<file path="config.mk">
export PLATFORM = sky130hd
export DESIGN_NAME = zx81_tape_player
export DESIGN_NICKNAME = d
export VERILOG_FILES = /design/src/rtl/zx81_tape_player.sv
export SDC_FILE = /design/constraint.sdc
export NUM_CORES = 1
export LEC_CHECK = 0
export CAP_MARGIN = 20
export CELL_PAD_IN_SITES_DETAIL_PLACEMENT = 2
export CELL_PAD_IN_SITES_GLOBAL_PLACEMENT = 2
export CORE_MARGIN = 8
export CORE_UTILIZATION = 40
export CTS_BUF_LIST = sky130_fd_sc_hd__clkbuf_8
export CTS_CLUSTER_SIZE = 12
export DETAILED_ROUTE_END_ITERATION = 10
export MAX_ROUTING_LAYER = met4
export PLACE_DENSITY_LB_ADDON = 0.1
export SLEW_MARGIN = 0
export SYNTH_ARGS = -nofsm -noshare
export SYNTH_HDL_FRONTEND = slang
export SYNTH_SLANG_ARGS = --single-unit
</file>
<file path="constraint.sdc">
create_clock -name clk_sys -period 5 [get_ports clk_sys]
set_input_delay 0.75 -clock clk_sys [delete_from_list [all_inputs] [get_ports clk_sys]]
set_output_delay 0.75 -clock clk_sys [all_outputs]
set_load 0.02 [all_outputs]
</file>
<file path="src/rtl/zx81_tape_player.sv">
// ZX81 cassette waveform generator: replays a .p image from the tape buffer RAM
// as leader silence, name byte, data bytes and trailer silence, at real tape speed.
module zx81_tape_player #(
  parameter int unsigned CLK_HZ    = 52000000,
  parameter int unsigned PULSE_US  = 150,
  parameter int unsigned GAP_US    = 1300,
  parameter int unsigned LEADER_MS = 1000,
  parameter logic [7:0]  NAME_BYTE = 8'hA6,
  parameter bit          INVERT    = 1'b0
) (
  input  logic        clk_sys,
  input  logic        reset_n,
  input  logic        start,
  input  logic        stop,
  input  logic        pause,
  input  logic [13:0] tape_size,
  output logic [13:0] rd_addr,
  input  logic [7:0]  rd_data,
  output logic        tape_out,
  output logic        busy,
  output logic        done,
  output logic [13:0] byte_cnt
);

  localparam int unsigned TICK       = CLK_HZ / 1000000;
  localparam int unsigned LEADER_CYC = LEADER_MS * 1000 * TICK;
  localparam int unsigned PULSE_CYC  = PULSE_US * TICK;
  localparam int unsigned GAP_CYC    = GAP_US * TICK;
  localparam int unsigned MAX_A      = (LEADER_CYC > GAP_CYC) ? LEADER_CYC : GAP_CYC;
  localparam int unsigned MAX_CYC    = (MAX_A > PULSE_CYC) ? MAX_A : PULSE_CYC;
  localparam int          TMR_W      = $clog2(MAX_CYC + 1);

  localparam logic [TMR_W-1:0] LEADER_LAST = TMR_W'(LEADER_CYC - 1);
  localparam logic [TMR_W-1:0] PULSE_LAST  = TMR_W'(PULSE_CYC - 1);
  localparam logic [TMR_W-1:0] GAP_LAST    = TMR_W'(GAP_CYC - 1);
  localparam logic [TMR_W-1:0] TMR_ONE     = TMR_W'(1);

  typedef enum logic [3:0] {
    IDLE, LEADER, LOAD_NAME, FETCH, WAIT_RD, PULSE_HI, PULSE_LO, GAP, TRAILER
  } state_t;

  state_t            state_reg, state_next;
  logic [TMR_W-1:0]  timer_reg, timer_next;
  logic [3:0]        pulse_cnt_reg, pulse_cnt_next;
  logic [2:0]        bit_idx_reg, bit_idx_next;
  logic [7:0]        shift_reg, shift_next;
  logic [13:0]       byte_ptr_reg, byte_ptr_next;
  logic [13:0]       size_reg, size_next;
  logic [13:0]       rd_addr_reg, rd_addr_next;
  logic [13:0]       byte_cnt_reg, byte_cnt_next;
  logic              is_data_reg, is_data_next;
  logic              done_reg, done_next;

  always_ff @(posedge clk_sys or negedge reset_n) begin
    if (!reset_n) begin
      state_reg     <= IDLE;
      timer_reg     <= '0;
      pulse_cnt_reg <= '0;
      bit_idx_reg   <= '0;
      shift_reg     <= '0;
      byte_ptr_reg  <= '0;
      size_reg      <= '0;
      rd_addr_reg   <= '0;
      byte_cnt_reg  <= '0;
      is_data_reg   <= 1'b0;
      done_reg      <= 1'b0;
    end else begin
      state_reg     <= state_next;
      timer_reg     <= timer_next;
      pulse_cnt_reg <= pulse_cnt_next;
      bit_idx_reg   <= bit_idx_next;
      shift_reg     <= shift_next;
      byte_ptr_reg  <= byte_ptr_next;
      size_reg      <= size_next;
      rd_addr_reg   <= rd_addr_next;
      byte_cnt_reg  <= byte_cnt_next;
      is_data_reg   <= is_data_next;
      done_reg      <= done_next;
    end
  end

  always_comb begin
    state_next     = state_reg;
    timer_next     = timer_reg;
    pulse_cnt_next = pulse_cnt_reg;
    bit_idx_next   = bit_idx_reg;
    shift_next     = shift_reg;
    byte_ptr_next  = byte_ptr_reg;
    size_next      = size_reg;
    rd_addr_next   = rd_addr_reg;
    byte_cnt_next  = byte_cnt_reg;
    is_data_next   = is_data_reg;
    done_next      = 1'b0;

    if (stop) begin
      state_next     = IDLE;
      timer_next     = '0;
      pulse_cnt_next = '0;
    end else if (!pause) begin
      unique case (state_reg)
        IDLE: begin
          if (start && tape_size != 14'd0) begin
            size_next     = tape_size;
            byte_ptr_next = '0;
            byte_cnt_next = '0;
            timer_next    = '0;
            state_next    = LEADER;
          end
        end
        LEADER: begin
          if (timer_reg == LEADER_LAST) begin
            timer_next = '0;
            state_next = LOAD_NAME;
          end else timer_next = timer_reg + TMR_ONE;
        end
        LOAD_NAME: begin
          shift_next     = NAME_BYTE;
          bit_idx_next   = 3'd7;
          is_data_next   = 1'b0;
          pulse_cnt_next = '0;
          state_next     = PULSE_HI;
        end
        FETCH: state_next = WAIT_RD;
        WAIT_RD: begin
          shift_next     = rd_data;
          bit_idx_next   = 3'd7;
          is_data_next   = 1'b1;
          pulse_cnt_next = '0;
          state_next     = PULSE_HI;
        end
        PULSE_HI: begin
          if (timer_reg == PULSE_LAST) begin
            timer_next = '0;
            state_next = PULSE_LO;
          end else timer_next = timer_reg + TMR_ONE;
        end
        PULSE_LO: begin
          // The MSB of the shift register is always the bit currently on tape.
          if (timer_reg == PULSE_LAST) begin
            timer_next = '0;
            if (pulse_cnt_reg == (shift_reg[7] ? 4'd8 : 4'd3)) begin
              pulse_cnt_next = '0;
              state_next     = GAP;
            end else begin
              pulse_cnt_next = pulse_cnt_reg + 4'd1;
              state_next     = PULSE_HI;
            end
          end else timer_next = timer_reg + TMR_ONE;
        end
        GAP: begin
          if (timer_reg == GAP_LAST) begin
            timer_next = '0;
            if (bit_idx_reg != 3'd0) begin
              bit_idx_next = bit_idx_reg - 3'd1;
              shift_next   = {shift_reg[6:0], 1'b0};
              state_next   = PULSE_HI;
            end else begin
              if (is_data_reg) byte_cnt_next = byte_cnt_reg + 14'd1;
              // Address is presented during FETCH so sync RAM data is ready in WAIT_RD.
              if (byte_ptr_reg < size_reg) begin
                rd_addr_next  = byte_ptr_reg;
                byte_ptr_next = byte_ptr_reg + 14'd1;
                state_next    = FETCH;
              end else state_next = TRAILER;
            end
          end else timer_next = timer_reg + TMR_ONE;
        end
        TRAILER: begin
          if (timer_reg == LEADER_LAST) begin
            timer_next = '0;
            done_next  = 1'b1;
            state_next = IDLE;
          end else timer_next = timer_reg + TMR_ONE;
        end
        default: state_next = IDLE;
      endcase
    end
  end

  assign tape_out = (state_reg == PULSE_HI) ? ~INVERT : INVERT;
  assign busy     = (state_reg != IDLE);
  assign done     = done_reg;
  assign rd_addr  = rd_addr_reg;
  assign byte_cnt = byte_cnt_reg;

endmodule

</file>
==> qor.csv, run 1 <==
metric,value,unit
status,finished clean,
Worst Setup SP,tape_size[6],
Period minus WS final,3.577,ns
Final setup viols,0,
Max Clk Rate,279.6,MHz
grt total ovfl,0,
n_diodes,0,
largest net degree at the start of global routing,67,
CP endpoint,rd_addr[13]$_DFFE_PN0P_,
Nets,706,
WS Path Type,input pin to register,
final std cells w/o fill,845,
Worst Slack Setup Final,1.423,ns
# DRC,0,
first-pass GRT wire length,29590,um
post-synth top area share,45.47,%
final hold vios,0,
via count,4988,
unrepaired setup endpoints after global routing,no,
hold crit path type,input pin to asynchronous set/reset pin,
Reg2Reg Depth,8,
GRT Total Usage,20.99,%
FF-to-FF End,rd_addr[13]$_DFFE_PN0P_,
LEAKAGE,0.002854,uW
Initial Util,40.83,%
worst slew pin tran,0.9163,ns
CP peak stage delay,0.74,ns
TritonCTS buffer count,9,
reg2reg start,state_reg[0]$_DFFE_PN0P_,
internal reg-to-reg setup slack,1.61,ns
routability cong.,0.8293,
post-synthesis async set-or-reset flop share,100.0,%
sequential share of the synthesized area,45.47,%
number of post-CTS setup repair buffers,0,
critical path peak fanout,23,
Final Max Tran Viols,0,
synthesized netlist net count,662,
fillers,1531,
yosys warns,0,
post-cts sizing count,0,
placed cell count,829,
initial antenna violation count,0,
Post-DRT Antenna Nets,0,
CTS tree,done,
number of synthesized flops with an enable pin,0,
slowest cell on the critical path,or2_1,
IO Port Bufs,57,
core footprint,0.01388,sq mm
Die W,135.0,um
Clock transition at path regs,0.10,ns
Synth area leader,dfrtp_1,
clk root buf,clkbuf_8,
clock sink count,103,
Die Y,135.0,um
Initial DRT Pass Iterations,4,
skew final,0.01489,ns
synthesized area per cell,9.201,sq um
CP cell instances,clkdlybuf4s50_1 > nor4_1 > a41oi_1 > o21ai_1 > a21oi_2 > o21ai_1 > buf_4 > or2_1 > mux2_2,
Worst Setup Start Kind,input pin,
Worst path most repeated cell,o21ai_1,
synthesis-stage register bit count,103,
ys flop type,dfrtp_1,
total wire length,17690,um
DR vias/cell,5.903,
max_slew headroom,38.91,%
Area growth syn-to-layout,16.40,%
crit path capture type,register,
max reg flops,26,
post-detail-place hpwl,12820,um
# hold bufs at CTS,0,
io pins,58,
Power Density,274.0,mW/mm^2
Synth Instances,616,
CP Depth,9,
Worst Hold Slack,0.4603,ns
total of max-cap violations,0,
vias in the first global route,5524,
DR WL/cell,20.94,um
post-route setup TNS,0,ns
Max rail drop VDD,0.1352,mV
CP Data Required Time,5.29,ns
post-synthesis cell type count,62,
buffer depth of the longest clock path,2,
worst-skew pair later-pin latency,0.40,ns
Worst Path Arrival,3.86,ns
synth top area cells,"dfrtp_1, o21ai_0, ha_1",
H-tree lvl count,3,
Bufs and invs on worst path,2,
DRT iter0 DRCs,195,
dpl ws,0.9494,ns
crit-path leading delay family,simple AND/OR/NAND/NOR gates,
crit share post-route,71.53,%
layout cells sized above 1,6.015,%
row count,43,
die area,0.01823,sq mm
Synth Cell Area,0.005668,sq mm
## report_power, final
| group | switching [uW] | internal (uW) | total, uW | leakage [uW] |
|---|---|---|---|---|
| registers | 43.9 | 905 | 949 | 0.00139 |
| clock network | 307 | 270 | 577 | 0.000111 |
| logic | 174 | 107 | 281 | 0.00135 |
| total | 525 | 1280 | 1810 | 0.00285 |
## Yosys cell counts (11+ instances only)
| master | count |
|---|---|
| nor3_1 | 12 |
| a21oi_1 | 20 |
| nor2_1 | 57 |
| ha_1 | 19 |
| nand2_1 | 60 |
| dfrtp_1 | 103 |
| clkbuf_1 | 23 |
| nand3_1 | 40 |
| a22o_1 | 13 |
| inv_1 | 25 |
| nand4_1 | 14 |
| xor2_1 | 12 |
| o21ai_0 | 53 |
| mux2_1 | 11 |
## routing by layer
layer	vias to the layer above	track usage (%)	share of wire [%]
li1	2329	-	-
met1	2555	25.22	45
met2	72	34.59	50
met3	32	3.083	2.8
met4	0	9.007	2.4
met5	-	-	0
## logic make-up after synthesis
| kind of cell | after synthesis | synth area share, % |
|---|---|---|
| AND/OR/NAND/NOR | 257 | 23.58 |
| AO/OA/AOI/OAI | 146 | 16.58 |
| adder cells (fa/ha/maj) | 19 | 4.194 |
| multiplexers | 19 | 3.709 |
| buffers and inverters | 58 | 4.304 |
| flip-flops | 103 | 45.47 |
| XOR/XNOR | 14 | 2.163 |
## worst min path at each step
stage / end / slack, ns / cells past startpoint
final: rd_addr[8]$_DFFE_PN0P_ / 0.46 / 1
after global routing: size_reg[1]$_DFFE_PN0P_ / 0.52 / 1
after CTS: rd_addr[8]$_DFFE_PN0P_ / 0.49 / 1
after detailed placement: rd_addr[2]$_DFFE_PN0P_ / 0.48 / 1
after global placement: rd_addr[8]$_DFFE_PN0P_ / 0.47 / 1
after floorplan: bit_idx_reg[0]$_DFFE_PN0P_ / 0.45 / 0
## final cells by class
| type | count | area [sq um] | area share [%] |
|---|---|---|---|
| Clock buffer | 12 | 165.2 | 2.503 |
| Clock inverter | 4 | 45.04 | 0.6827 |
| Inverter | 25 | 93.84 | 1.422 |
| Multi-Input combinational cell | 455 | 2851 | 43.22 |
| Sequential cell | 103 | 2577 | 39.07 |
| Tap cell | 180 | 225.2 | 3.414 |
| Timing Repair Buffer | 66 | 639.4 | 9.691 |
## metrics by stage
step           utilization [%]  area (sq um)  total power [uW]
2_1_floorplan                -          5668              1123
3_3_place_gp             45.93          6376              1219
3_5_place_dp             46.02          6387              1249
4_1_cts                  47.53          6598              1828
5_1_grt                  47.53          6598              1892
6_report                 47.53          6598              1807
## cells in the final DEF, fill, tap and decap left out, types with 14 or more instances in the layout
cell | Yosys | routed
o21ai_0 | 53 | 53
ha_1 | 19 | 19
a21oi_1 | 20 | 20
nor2_1 | 57 | 57
dfrtp_1 | 103 | 103
nand2_1 | 60 | 60
inv_1 | 25 | 27
nand3_1 | 40 | 40
clkdlybuf4s50_1 | 0 | 56
nand4_1 | 14 | 14
(Power assumes the default switching activity.)
==> run 2, diff against run 1 <==
--- a/config.mk
+++ b/config.mk
@@ -9,7 +9,7 @@
 export CELL_PAD_IN_SITES_DETAIL_PLACEMENT = 2
 export CELL_PAD_IN_SITES_GLOBAL_PLACEMENT = 2
 export CORE_MARGIN = 8
-export CORE_UTILIZATION = 40
+export CORE_UTILIZATION = 37
 export CTS_BUF_LIST = sky130_fd_sc_hd__clkbuf_8
 export CTS_CLUSTER_SIZE = 12
 export DETAILED_ROUTE_END_ITERATION = 10
==> constraint.sdc (replaced) <==
create_clock -name clk_sys -period 3.41 [get_ports clk_sys]
set_input_delay 0.5115 -clock clk_sys [delete_from_list [all_inputs] [get_ports clk_sys]]
set_output_delay 0.5115 -clock clk_sys [all_outputs]
set_load 0.02 [all_outputs]
==> run 2 against run 1 <==
Final cell count is 2.1% higher. Routed wire length is 2.2% lower. Critical path depth stayed put. Worst setup slack worse by 0.95 ns. Count of clock-buffer cells in the layout is 2 lower. Non-clock buffer count is 10 higher. Register-to-register slack worse by 1.1 ns.
==> qor.csv, run 2 (synthesis gave the netlist of run 1 again) <==
metric,value,unit
skew final,0.008928,ns
clock sink count,103,
# DRC,0,
CP Data Required Time,3.69,ns
post-detail-place hpwl,12840,um
Worst Slack Setup Final,0.4697,ns
worst-skew pair later-pin latency,0.39,ns
Pint,1849,uW
layout cells sized above 1,7.704,%
die area,0.01954,sq mm
sw frac,29.33,%
largest net degree at the start of global routing,56,
post-route setup TNS,0,ns
fillers,1667,
DR vias/cell,5.740,
Power Density,391.0,mW/mm^2
post-cts sizing count,0,
Clk pwr share,30.9,%
buffer depth of the longest clock path,2,
unrepaired setup endpoints after global routing,no,
DRT iter0 DRCs,236,
Period minus WS final,2.940,ns
dpl ws,0.2387,ns
"Core Util, Final",44.34,%
initial antenna violation count,0,
# hold bufs at CTS,0,
IO Port Bufs,57,
row count,45,
"commonest non-fill, non-tap cell in the layout",dfrtp_1,
Clock transition at path regs,0.10,ns
io pins,58,
clk root buf,clkbuf_8,
critical path peak fanout,23,
LEAKAGE,0.002900,uW
GRT Total Usage,18.88,%
max_slew headroom,46.85,%
number of post-CTS setup repair buffers,0,
max reg flops,26,
Worst Setup Start Kind,register,
total wire length,17300,um
Die W,139.8,um
total of max-cap violations,0,
worst slew pin tran,0.7899,ns
DR WL/cell,20.05,um
Initial Util,37.56,%
Area growth syn-to-layout,18.06,%
"commonest non-fill, non-tap cells in the layout","dfrtp_1, nand2_1, nor2_1",
first-pass GRT wire length,29230,um
Die Y,139.8,um
WS Path Type,register to register,
Worst Setup SP,byte_ptr_reg[7]$_DFFE_PN0P_,
Max rail drop VDD,0.2554,mV
crit path capture type,register,
grt total ovfl,0,
H-tree lvl count,3,
Psw,767.5,uW
TritonCTS buffer count,9,
Worst Path Arrival,3.22,ns
hold crit path type,input pin to asynchronous set/reset pin,
Final setup viols,0,
sequential power share,52.8,%
status,finished clean,
n_diodes,0,
CTS tree,done,
Final Max Tran Viols,0,
vias in the first global route,5466,
Post-DRT Antenna Nets,0,
reg2reg start,byte_ptr_reg[7]$_DFFE_PN0P_,
Nets,716,
routability cong.,0.8087,
Initial DRT Pass Iterations,4,
via count,4954,
Combinational Power Share,16.3,%
core footprint,0.01509,sq mm
crit share post-route,86.23,%
final hold vios,0,
Max Clk Rate,340.1,MHz
[run 2: cell types whose count changed in the layout (fill, tap and decap cells not counted)]
cell        previous run  this run
clkbuf_8              12        10
inv_1                 27        25
buf_4                  9        18
clkinvlp_4             1         2
clkinv_2               0         3
buf_12                 0         2
buf_6                  1         0
[run 2: per-layer routing]
| metal | wire (um) | global-route usage (%) |
|---|---|---|
| met5 | 0 | - |
| met4 | 244 | 5.143 |
| met3 | 442 | 3.591 |
| met2 | 8556 | 31.31 |
| met1 | 8056 | 23.15 |
[run 2: power by group through the flow]
stage	logic, uW	clock network [uW]	registers (uW)
after CTS	435	841	1380
final	426	809	1380
after detailed placement	433	0	1410
after global placement	405	0	1400
after floorplan	260	0	1390
after global routing	486	876	1400
[run 2: final timing paths]
kind	endpoint	slack [ns]	cells past startpoint
worst max-delay path	byte_ptr_reg[7]$_DFFE_PN0P_	0.47	9
worst min-delay path	rd_addr[10]$_DFFE_PN0P_	0.16	1
worst max register to register	byte_ptr_reg[7]$_DFFE_PN0P_	0.47	9
worst min register to register	rd_addr[2]$_DFFE_PN0P_	0.50	1
max in group asynchronous	byte_cnt[9]$_DFFE_PN0P_	2.51	2
min in group clk_sys	rd_addr[2]$_DFFE_PN0P_	0.50	1
[run 2: worst max-delay path, cell delays in order (launching register included)]
cell and delay, ns:
dfrtp_1 0.47, ha_1 0.34, a211o_1 0.29, a21oi_1 0.14, o211ai_1 0.14, a2111oi_0 0.43
o21ai_1 0.15, or2_1 0.24, buf_4 0.22, o41ai_1 0.40
[run 2: layout make-up]
class / instances / area (sq um) / area share, %
inverters: 25 / 93.84 / 1.402
flip-flops and latches: 103 / 2577 / 38.52
well taps: 188 / 235.2 / 3.515
clock buffers: 10 / 137.6 / 2.057
multi-input cells: 455 / 2851 / 42.61
repair buffers: 76 / 735.7 / 10.99
clock inverters: 6 / 60.06 / 0.8975
[run 2: through the flow]
stage	std cells	total power, uW	hold WS [ns]	cell area [sq um]
3_5_place_dp	847	1841	0.4888	6494
6_report	863	2617	0.1601	6691
4_1_cts	863	2659	0.1841	6691
2_1_floorplan	616	1646	0.2159	5668
5_1_grt	863	2758	0.2266	6691
3_3_place_gp	847	1804	0.4742	6494
